`config.mk`:
```
export PLATFORM = sky130hd
export DESIGN_NAME = read_fmps_test_link
export DESIGN_NICKNAME = d
export VERILOG_FILES = /design/src/rtl/read_fmps_test_link_pkg.sv /design/src/rtl/fmps_seq_check.sv /design/src/rtl/read_fmps_test_link.sv
export SDC_FILE = /design/constraint.sdc
export NUM_CORES = 1
export LEC_CHECK = 0
export BUFFER_PORTS_ARGS = -buffer_cell sky130_fd_sc_hd__buf_4
export CORE_UTILIZATION = 50
export CTS_CLUSTER_SIZE = 8
export DETAILED_ROUTE_END_ITERATION = 7
export PLACE_DENSITY = 0.86
export SLEW_MARGIN = 20
export SYNTH_ARGS = -nofsm -noshare
export SYNTH_HDL_FRONTEND = slang
export SYNTH_SLANG_ARGS = --single-unit
```
`constraint.sdc`:
```
create_clock -name auroraUserClk -period 4 [get_ports auroraUserClk]
set_input_delay 0.8 -clock auroraUserClk [delete_from_list [all_inputs] [get_ports auroraUserClk]]
set_output_delay 0.8 -clock auroraUserClk [all_outputs]
set_load 0.02 [all_outputs]
```
`src/rtl/read_fmps_test_link_pkg.sv`:
```
// Shared types and constants for the FMPS test link receive checker.
package read_fmps_test_link_pkg;

  // Receive framing state: expecting header, expecting payload, or
  // discarding the remainder of a rejected packet.
  typedef enum logic [1:0] {
    ST_HEADER = 2'd0,
    ST_DATA   = 2'd1,
    ST_DRAIN  = 2'd2
  } state_e;

  typedef logic [2:0] err_code_t;

  // Rejection reasons, reported on errorCode alongside errorStrobe.
  localparam err_code_t ERR_NONE       = 3'd0;
  localparam err_code_t ERR_MAGIC      = 3'd1;  // bad header magic
  localparam err_code_t ERR_SHORT      = 3'd2;  // header carried tlast
  localparam err_code_t ERR_LONG       = 3'd3;  // payload missing tlast
  localparam err_code_t ERR_FLAGS      = 3'd4;  // invalid/reserved flags set
  localparam err_code_t ERR_INDEX      = 3'd5;  // payload index != header index
  localparam err_code_t ERR_DATA_MAGIC = 3'd6;  // bad payload magic
  localparam err_code_t ERR_SEQ        = 3'd7;  // index sequence or FA cycle

  // Payload word layout.
  localparam int PAY_FLAGS_LSB = 29;  // [31:29] FMPS2CC, CC2CC, reserved
  localparam int PAY_INDEX_LSB = 24;  // [28:24]
  localparam int PAY_MAGIC_LSB = 8;   // [23:8]
  localparam int PAY_CYCLE_LSB = 0;   // [7:0]

  localparam logic [15:0] DEFAULT_HEADER_MAGIC = 16'hB6CF;
  localparam logic [15:0] DEFAULT_DATA_MAGIC   = 16'hCACA;

endpackage

```
`src/rtl/fmps_seq_check.sv`:
```
// Expected packet-index tracker for the FMPS receive checker. Holds the
// index the next valid packet should carry and compares both the received
// index and the payload cycle byte against their expected values.
module fmps_seq_check #(
  parameter int INDEX_WIDTH = 5
) (
  input  logic                   clk,
  input  logic                   rst_n,
  input  logic                   fa_i,         // FA cycle start this cycle
  input  logic                   check_i,      // payload reached sequence stage
  input  logic [INDEX_WIDTH-1:0] index_i,      // received payload index
  input  logic [7:0]             cycle_byte_i, // received payload cycle byte
  input  logic [7:0]             cycle_exp_i,  // cycle counter valid for this beat
  output logic                   seq_err_o
);

  localparam logic [INDEX_WIDTH-1:0] IDX_ONE = 1;

  logic [INDEX_WIDTH-1:0] exp_index_q;
  logic [INDEX_WIDTH-1:0] exp_index_eff;

  // An FA strobe in the same cycle as the payload restarts the sequence first.
  assign exp_index_eff = fa_i ? '0 : exp_index_q;
  assign seq_err_o     = (index_i != exp_index_eff) || (cycle_byte_i != cycle_exp_i);

  // Advance past every checked packet; on a mismatch this resyncs to received+1.
  always_ff @(posedge clk or negedge rst_n) begin
    if (!rst_n) begin
      exp_index_q <= '0;
    end else if (check_i) begin
      // NOTE: state registers use non-blocking assignment so every flop samples
      // pre-edge values, independent of always-block evaluation order.
      exp_index_q <= index_i + IDX_ONE;
    end else if (fa_i) begin
      exp_index_q <= '0;
    end
  end

endmodule

```
`src/rtl/read_fmps_test_link.sv`:
```
// Receive-side checker for the FMPS test link. Validates two-beat
// header/payload packets and reports decoded payloads or error codes.
// Optional build macro FMPS_RX_SEQ_CHECK_EN enables index-sequence and
// FA cycle-byte checking (error code 7).
module read_fmps_test_link
  import read_fmps_test_link_pkg::*;
#(
  parameter int          INDEX_WIDTH     = 5,
  parameter logic [15:0] HEADER_MAGIC    = DEFAULT_HEADER_MAGIC,
  parameter int          MAGIC_START_BIT = 16,
  parameter int          INDEX_START_BIT = 10,
  parameter logic [15:0] DATA_MAGIC      = DEFAULT_DATA_MAGIC,
  parameter int          ERR_COUNT_WIDTH = 16
) (
  input  logic                       auroraUserClk,
  input  logic                       auroraUserResetN,
  input  logic                       auroraChannelUp,
  input  logic                       auroraFAstrobe,
  input  logic [31:0]                FMPS_TEST_AXI_STREAM_RX_tdata,
  input  logic                       FMPS_TEST_AXI_STREAM_RX_tvalid,
  input  logic                       FMPS_TEST_AXI_STREAM_RX_tlast,
  output logic                       packetStrobe,
  output logic [INDEX_WIDTH-1:0]     packetIndex,
  output logic [31:0]                packetData,
  output logic                       errorStrobe,
  output logic [2:0]                 errorCode,
  output logic [INDEX_WIDTH:0]       packetCount,
  output logic [ERR_COUNT_WIDTH-1:0] errorCount,
  output logic [7:0]                 cycleCounter
);

  localparam logic [INDEX_WIDTH:0]       CNT_ONE = 1;
  localparam logic [ERR_COUNT_WIDTH-1:0] ERR_ONE = 1;

  logic        clk, rst_n;
  logic [31:0] data;
  logic        beat, last, fa;

  assign clk   = auroraUserClk;
  assign rst_n = auroraUserResetN;
  assign data  = FMPS_TEST_AXI_STREAM_RX_tdata;
  assign last  = FMPS_TEST_AXI_STREAM_RX_tlast;
  // A down channel freezes everything: beats and FA strobes are ignored.
  assign beat  = FMPS_TEST_AXI_STREAM_RX_tvalid & auroraChannelUp;
  assign fa    = auroraFAstrobe & auroraChannelUp;

  state_e                     state_q, state_d;
  logic [INDEX_WIDTH-1:0]     hdr_index_q;
  logic                       pkt_strobe_q, err_strobe_q;
  logic [INDEX_WIDTH-1:0]     pkt_index_q;
  logic [31:0]                pkt_data_q;
  err_code_t                  err_code_q;
  logic [INDEX_WIDTH:0]       cur_count_q, pkt_count_q;
  logic [ERR_COUNT_WIDTH-1:0] err_count_q;
  logic [7:0]                 cycle_q;

  logic      hdr_latch, early_err, seq_stage, seq_err, pkt_ok, err_fire;
  err_code_t early_code, err_code_d;

  // Framing state register; reset drops any partial packet.
  always_ff @(posedge clk or negedge rst_n) begin
    if (!rst_n) state_q <= ST_HEADER;
    else        state_q <= state_d;
  end

  // Next-state and per-beat decode up to the sequence stage.
  always_comb begin
    // NOTE: every output of this block gets a default first, so no path can
    // leave one unassigned and infer a latch.
    state_d    = state_q;
    hdr_latch  = 1'b0;
    early_err  = 1'b0;
    early_code = ERR_NONE;
    seq_stage  = 1'b0;
    if (!auroraChannelUp) begin
      state_d = ST_HEADER;
    end else if (beat) begin
      unique case (state_q)
        ST_HEADER: begin
          if (data[MAGIC_START_BIT +: 16] != HEADER_MAGIC) begin
            early_err  = 1'b1;
            early_code = ERR_MAGIC;
            state_d    = last ? ST_HEADER : ST_DRAIN;
          end else if (last) begin
            early_err  = 1'b1;
            early_code = ERR_SHORT;
          end else begin
            hdr_latch = 1'b1;
            state_d   = ST_DATA;
          end
        end
        ST_DATA: begin
          state_d = ST_HEADER;
          if (!last) begin
            early_err  = 1'b1;
            early_code = ERR_LONG;
            state_d    = ST_DRAIN;
          end else if (data[31:PAY_FLAGS_LSB] != 3'b000) begin
            early_err  = 1'b1;
            early_code = ERR_FLAGS;
          end else if (data[PAY_INDEX_LSB +: INDEX_WIDTH] != hdr_index_q) begin
            early_err  = 1'b1;
            early_code = ERR_INDEX;
          end else if (data[PAY_MAGIC_LSB +: 16] != DATA_MAGIC) begin
            early_err  = 1'b1;
            early_code = ERR_DATA_MAGIC;
          end else begin
            seq_stage = 1'b1;
          end
        end
        ST_DRAIN: begin
          if (last) state_d = ST_HEADER;
        end
        default: state_d = ST_HEADER;
      endcase
    end
  end

`ifdef FMPS_RX_SEQ_CHECK_EN
  logic [7:0] cycle_exp;
  // An FA strobe coinciding with the payload applies before the check.
  assign cycle_exp = fa ? (cycle_q + 8'd1) : cycle_q;

  fmps_seq_check #(.INDEX_WIDTH(INDEX_WIDTH)) u_seq_check (
    .clk          (clk),
    .rst_n        (rst_n),
    .fa_i         (fa),
    .check_i      (seq_stage),
    .index_i      (data[PAY_INDEX_LSB +: INDEX_WIDTH]),
    .cycle_byte_i (data[PAY_CYCLE_LSB +: 8]),
    .cycle_exp_i  (cycle_exp),
    .seq_err_o    (seq_err)
  );
`else
  assign seq_err = 1'b0;
`endif

  assign pkt_ok     = seq_stage & ~seq_err;
  assign err_fire   = early_err | (seq_stage & seq_err);
  assign err_code_d = early_err ? early_code : ERR_SEQ;

  // Registered strobes, held output fields, and FA-cycle / error counters.
  always_ff @(posedge clk or negedge rst_n) begin
    if (!rst_n) begin
      hdr_index_q  <= '0;
      pkt_strobe_q <= 1'b0;
      err_strobe_q <= 1'b0;
      pkt_index_q  <= '0;
      pkt_data_q   <= '0;
      err_code_q   <= ERR_NONE;
      cur_count_q  <= '0;
      pkt_count_q  <= '0;
      err_count_q  <= '0;
      cycle_q      <= '0;
    end else begin
      pkt_strobe_q <= pkt_ok;
      err_strobe_q <= err_fire;
      if (hdr_latch) hdr_index_q <= data[INDEX_START_BIT +: INDEX_WIDTH];
      if (pkt_ok) begin
        pkt_index_q <= hdr_index_q;
        pkt_data_q  <= data;
      end
      if (err_fire) begin
        err_code_q <= err_code_d;
        if (err_count_q != '1) err_count_q <= err_count_q + ERR_ONE;
      end
      if (fa) begin
        cycle_q     <= cycle_q + 8'd1;
        pkt_count_q <= cur_count_q;
        // A packet accepted on the FA cycle belongs to the new cycle.
        cur_count_q <= pkt_ok ? CNT_ONE : '0;
      end else if (pkt_ok && cur_count_q != '1) begin
        cur_count_q <= cur_count_q + CNT_ONE;
      end
    end
  end

  assign packetStrobe = pkt_strobe_q;
  assign packetIndex  = pkt_index_q;
  assign packetData   = pkt_data_q;
  assign errorStrobe  = err_strobe_q;
  assign errorCode    = err_code_q;
  assign packetCount  = pkt_count_q;
  assign errorCount   = err_count_q;
  assign cycleCounter = cycle_q;

endmodule

```
==> results of run 1 <==
how the worst min path moves through the flow:
stage | from | to | depth (start not counted) | slack [ps]
finish | packetData[22]$_DFFE_PN0P_ | packetData[22]$_DFFE_PN0P_ | 1 | 480
CTS | packetData[9]$_DFFE_PN0P_ | packetData[9]$_DFFE_PN0P_ | 1 | 480
floorplan | cur_count_q[1]$_DFFE_PN0P_ | packetCount[1]$_DFFE_PN0P_ | 2 | 480
global placement | packetData[11]$_DFFE_PN0P_ | packetData[11]$_DFFE_PN0P_ | 1 | 460
detailed placement | packetData[9]$_DFFE_PN0P_ | packetData[9]$_DFFE_PN0P_ | 1 | 450
global route | cycleCounter[7]$_DFFE_PN0P_ | cycleCounter[7]$_DFFE_PN0P_ | 1 | 500
cells in the mapped netlist, drive strengths merged, types with 7 or more instances:
master	count
a21oi	7
and3	8
buf	8
dfrtp	85
mux2	27
nand2	38
nand3	20
nand4	11
nor2	12
nor2b	13
nor3	8
or2	8
xnor2	23
power groups by stage:
| stage | clock, mW | sequential, mW | combinational (mW) |
|---|---|---|---|
| detailed placement | 0 | 1.01 | 0.333 |
| CTS | 0.609 | 0.995 | 0.336 |
| floorplan | 0 | 1.06 | 0.106 |
| global route | 0.642 | 1.00 | 0.361 |
| global placement | 0 | 1.01 | 0.321 |
| finish | 0.594 | 0.996 | 0.331 |
flip-flops by register name (all words and copies together), names as in the netlist, 3 cells and up:
| name | count |
|---|---|
| packetData | 32 |
| errorCount | 16 |
| cycleCounter | 8 |
| cur_count_q | 6 |
| packetCount | 6 |
| hdr_index_q | 5 |
| packetIndex | 5 |
| errorCode | 3 |
final cells by class:
class                      count  area (sq um)  area share (%)
tap                           99         123.9           2.556
clock buffer                  12         145.1           2.995
sequential                    85          2127           43.89
multi-input combinational    219          1543           31.84
inverter                       4         15.01          0.3098
timing repair buffer         112         844.6           17.43
clock inverter                 4         47.55          0.9812
through the flow:
step / power (mW) / instances
3_5_place_dp: 1.346 / 519
5_1_grt: 2.007 / 535
3_3_place_gp: 1.328 / 519
2_1_floorplan: 1.167 / 320
6_report: 1.920 / 535
4_1_cts: 1.940 / 535
cells by family after synthesis:
logic type / share of synthesized area, %
multiplexers: 9.130
XOR/XNOR: 5.831
adder cells (fa/ha/maj): 0.9998
flip-flops: 56.65
AO/OA/AOI/OAI: 3.266
buffers and inverters: 2.432
AND/OR/NAND/NOR: 21.69
per-layer routing:
layer	GRT usage, %	vias to the layer above	wire length [microns]
met3	5.784	14	468
met5	0	-	0
li1	-	1339	-
met2	35.94	92	3792
met1	26.21	1374	3529
met4	8.358	0	134
==> key figures, run 1 <==
Outcome
  – Status: complete, no violations

Critical path
  – CP Launch Type: primary input
  – Cell Chain, Critical Path: buf_4 > nand4bb_1 > or3_1 > or4_1 > nand4_1 > mux2_2
  – Critical R2R Capture: errorCount[14]$_DFFE_PN0P_
  – Worst path bufs/invs: 1
  – Crit-path slowest cell: or4_1
  – Crit path max fanout: 17
  – Critical path endpoint: errorCount[14]$_DFFE_PN0P_
  – Worst EP required: ~4200 ps
  – CP Class: primary input to register
  – CP top delay family: simple AND/OR/NAND/NOR gates
  – Stages on worst setup path: 6
  – Crit path launch: FMPS_TEST_AXI_STREAM_RX_tdata[20]
  – Critical path data arrival time: around 2800 ps
  – RR Startpoint: hdr_index_q[3]$_DFFE_PN0P_
  – Critical Path Max Stage Delay: 720 ps
  – Critical path endpoint category: register
  – R2R depth: 5
  – Flop-to-flop setup slack: about 1700 ps

Floorplanning
  – Die Wd: ~89 microns
  – Die Ht: between 80 and 90 microns
  – Die area: ~7900 sq um
  – IO Pins: 110
  – Row count: 31
  – Core Footprint: just over 7000 sq um
  – Starting density of the core: 51.77%

Finish
  – Antenna cells: 0
  – Final core occ: 66.81%
  – Nets: 472
  – Share of layout cells above drive strength 1: 38.99%
  – Final Cell Area: ~4800 sq um
  – Fillers: 560
  – Area grow syn2layout: 29.06%
  – Commonest non-fill, non-tap cell in the layout: buf_4
  – Most frequent cells in the layout: buf_4, dfrtp_1, nand2_1

Logic synthesis
  – Asr flop ratio synth: 100.0%
  – Area leader, netlist: dfrtp_1
  – Mapped Cells: 320
  – Synth Register Bits: between 80 and 90
  – Post-Syn Area: 3755 sq um
  – Synth top area share: 56.65%
  – Mapped Nets: between 300 and 400
  – Syn Area/Cell: ~12 sq um
  – Number of flops mapped to enable cells by yosys: 0
  – Syn. warnings: 0
  – Ys flop type: dfrtp_1
  – Ranking of synthesized cells by area: dfrtp_1, mux2_2, xnor2_1
  – Synth unique cells: between 40 and 50
  – Sequential share of the synthesized area: between 50% and 60%

Global route
  – Largest net degree at the start of global routing: 86
  – Grt total ovfl: 0
  – Number of global-route vias before repair: between 2k and 3k
  – First-pass GRT wire length: approximately 13000 microns
  – Initial antenna violation count: 0
  – All-Layer GR Usage: 21.36%

Pwr
  – Seq pwr share: roughly 52%
  – Int Pwr: ~1.4 mW
  – P_sw: about 0.55 mW
  – Sw Share: around 28%
  – VDD IR-drop max: 0.2100 mV
  – Comb pwr share: between 10% and 20%
  – Clk pwr share: just over 30%
  – Pwr/cell area: just under 400 nW/um^2
  – Total leakage power: 2.488 nW

Drt
  – DR vias/cell: around 5.3
  – Post-Route WL: around 8000 microns
  – Antenna-violating nets left: 0
  – Drt pass-1 iters: 4
  – Wirelength per Cell: between 10 and 15 microns
  – DRC Markers: 0
  – Via Count: 2819
  – DR iter-0 viols: about 120

Placement
  – Dpl hpwl: slightly below 6000 microns
  – Setup WS pre-CTS: approximately 1000 ps
  – Port bufs: between 100 and 150
  – Routability cong.: between 0.8 and 0.9
  – Placed Instance Area: about 4600 sq um

STA
  – Worst setup margin: between 1000 and 1500 ps
  – Max-slew headroom: between 40 and 50%
  – Setup TNS: 0 ps
  – Final setup fails: 0
  – RSZ-0062 raised after global routing: false
  – Fmax: around 380 MHz
  – Slew Limit Fails: 0
  – Post-route minimum period: about 2600 ps
  – Final hold viol count: 0
  – Hold_ws: between 400 and 500 ps
  – Worst-Margin Slew: 754.6 ps
  – Clk_skew: between 8 and 9 ps
  – Tcrit/Tclk final: about two thirds

Clock tree
  – Hold-fix buffers, CTS: 0
  – TritonCTS clock tree: done
  – Worst-path clk slew: ~80 ps
  – Sink Count: between 80 and 90
  – H-tree Lvls: 3
  – Clk Latency, worst-skew pair: around 340 ps
  – CTS Buffer Depth: 2
  – Root buf cell: clkbuf_8
  – Post-CTS sizing: 0
  – Total CTS buffers: 9
  – Post-CTS Setup Inserts: 0

Hold path
  – Worst Hold Class: register to register

Run
  – Max-Cap Viols: 0
(Power assumes the default switching activity.)
==> run 2: changes to the inputs <==
clock period = 2.4 ns   (was 4 ns; I/O delays follow)
==> run 2 against run 1 <==
Effect of this change: combinational power increased by 66%; final cell count increased by 1.1%; sequential share of layout area decreased by 0.76 points; critical endpoint is now errorCount[1]$_DFFE_PN0P_; largest cell class unchanged.
==> key figures, run 2 (synthesized netlist as in run 1, its figures left out) <==
Outcome
  – Status: complete, no violations

Global route
  – Met1 usage in global routing: roughly 28%
  – First-pass GRT wire length: roughly 13000 microns
  – Grt met2 use: about a third
  – Grt total ovfl: 0
  – Initial antenna violation count: 0
  – Largest net degree at the start of global routing: between 50 and 60
  – Met3 Use GR: 8.116%
  – Gr busiest metal: met2
  – Number of global-route vias before repair: 2785
  – All-Layer GR Usage: between 20 and 25%

STA
  – Final setup fails: 0
  – Clk_skew: 4.301 ps
  – Worst-Margin Slew: 468.3 ps
  – Setup TNS: 0 ps
  – Final hold viol count: 0
  – Slew Limit Fails: 0
  – Max-slew headroom: around 70%
  – RSZ-0062 raised after global routing: false
  – Fmax: ~480 MHz
  – Worst setup margin: between 300 and 400 ps
  – Tcrit/Tclk final: slightly below 90%
  – Post-route minimum period: between 2000 and 2500 ps

Drt
  – DR vias/cell: approximately 5.3
  – Post-Route WL: around 8000 microns
  – DRC Markers: 0
  – Antenna-violating nets left: 0
  – DR iter-0 viols: 185
  – Wirelength per Cell: between 10 and 15 microns
  – Via Count: 2864
  – Drt pass-1 iters: 4

Pwr
  – VDD IR-drop max: about 0.41 mV
  – Pwr/cell area: 662.2 nW/um^2
  – Total leakage power: between 2 and 3 nW

Run
  – Max-Cap Viols: 0

Clock tree
  – Hold-fix buffers, CTS: 0
  – CTS Buffer Depth: 2
  – Post-CTS sizing: 0
  – Sink Count: 85
  – H-tree Lvls: 3
  – Worst-path clk slew: about 80 ps
  – Root buf cell: clkbuf_8
  – Clk Latency, worst-skew pair: 350 ps
  – Total CTS buffers: 9
  – Post-CTS Setup Inserts: 0
  – TritonCTS clock tree: done

Finish
  – Nets: between 400 and 500
  – Area grow syn2layout: 31.32%
  – Final Cell Area: just under 5000 sq um
  – Antenna cells: 0
  – Fillers: roughly 570
  – Max reg flops: 32
  – Most frequent cells in the layout: buf_4, dfrtp_1, nand2_1
  – Commonest non-fill, non-tap cell in the layout: buf_4
  – Share of layout cells above drive strength 1: 40.05%

Hold path
  – Worst Hold Class: primary input to asynchronous set/reset pin

Placement
  – Placed Instance Area: between 4000 and 5000 sq um
  – Routability cong.: roughly 0.86
  – Dpl hpwl: roughly 5900 microns
  – Port bufs: between 100 and 150
  – Setup WS pre-CTS: ~32 ps

Critical path
  – RR Startpoint: hdr_index_q[3]$_DFFE_PN0P_
  – Worst EP required: 2640 ps
  – CP Class: register to register
  – CP Launch Type: register
  – Crit path launch: hdr_index_q[3]$_DFFE_PN0P_
  – Flop-to-flop setup slack: approximately 320 ps
  – Crit path max fanout: 6
  – Critical path data arrival time: approximately 2300 ps
  – Critical R2R Capture: errorCount[1]$_DFFE_PN0P_
  – Critical path endpoint category: register
  – R2R depth: 5
  – Critical path endpoint: errorCount[1]$_DFFE_PN0P_

Floorplanning
  – Core Footprint: 7253 sq um
  – Die area: roughly 7900 sq um
  – Starting density of the core: roughly half
  – Die Ht: 88.66 microns
  – Die Wd: 88.66 microns
  – Row count: 31
  – IO Pins: between 100 and 150
-- run 2: changes by cell type in the layout (fill, tap and decap cells not counted) --
cell | previous run | this run
buf_4 | 111 | 116
buf_12 | 0 | 2
clkbuf_8 | 10 | 12
buf_6 | 1 | 0
clkbuf_1 | 2 | 1
clkinv_2 | 2 | 1
-- run 2: where the power goes --
| part | internal (mW) | total [mW] | switching, mW | leakage, nW |
|---|---|---|---|---|
| registers | 1.52 | 1.66 | 0.133 | 1.16 |
| logic | 0.263 | 0.550 | 0.287 | 1.27 |
| clock network | 0.565 | 1.06 | 0.493 | 0.106 |
-- run 2: how the worst min path moves through the flow --
| stage | slack [ps] | start | to | cells past startpoint |
|---|---|---|---|---|
| floorplan | 180 | auroraUserResetN | cur_count_q[0]$_DFFE_PN0P_ | 0 |
| global placement | 450 | packetData[19]$_DFFE_PN0P_ | packetData[19]$_DFFE_PN0P_ | 1 |
| detailed placement | 460 | packetData[23]$_DFFE_PN0P_ | packetData[23]$_DFFE_PN0P_ | 1 |
| CTS | 80 | auroraUserResetN | errorCount[11]$_DFFE_PN0P_ | 1 |
| global route | 100 | auroraUserResetN | errorCount[11]$_DFFE_PN0P_ | 1 |
| finish | 70 | auroraUserResetN | errorCount[11]$_DFFE_PN0P_ | 1 |
-- run 2: metrics by stage --
| stage | std cells | power [mW] | hold WS, ps | utilization [%] |
|---|---|---|---|---|
| after floorplan | 320 | 1.944 | 184.4 | - |
| after global placement | 525 | 2.221 | 454.6 | 65.07 |
| after detailed placement | 525 | 2.241 | 455.3 | 65.07 |
| after CTS | 541 | 3.293 | 80.78 | 67.98 |
| after global routing | 541 | 3.433 | 98.03 | 67.98 |
| final | 541 | 3.265 | 72.62 | 67.98 |
-- run 2: routing by layer --
metal	part of all wire, %	routed length (microns)	vias up
li1	-	-	1352
met1	45	3603	1397
met2	46	3690	102
met3	6.6	531	13
met4	2.2	176	0
met5	0	0	-
-- run 2: cell type report --
cell class	instances	area (sq um)	share of cell area, %
clock buffer	13	168.9	3.426
inverter	4	15.01	0.3045
sequential	85	2127	43.14
multi-input combinational	219	1543	31.29
timing repair buffer	118	910.9	18.47
tap	99	123.9	2.512
clock inverter	3	42.54	0.8627
-- run 2: worst max-delay path, cell delays in order (launching register included) --
cell and delay (ps):
dfrtp_1 430, xnor2_1 170, nand3_1 190, or4_1 700
nand2_1 160, mux2_1 320
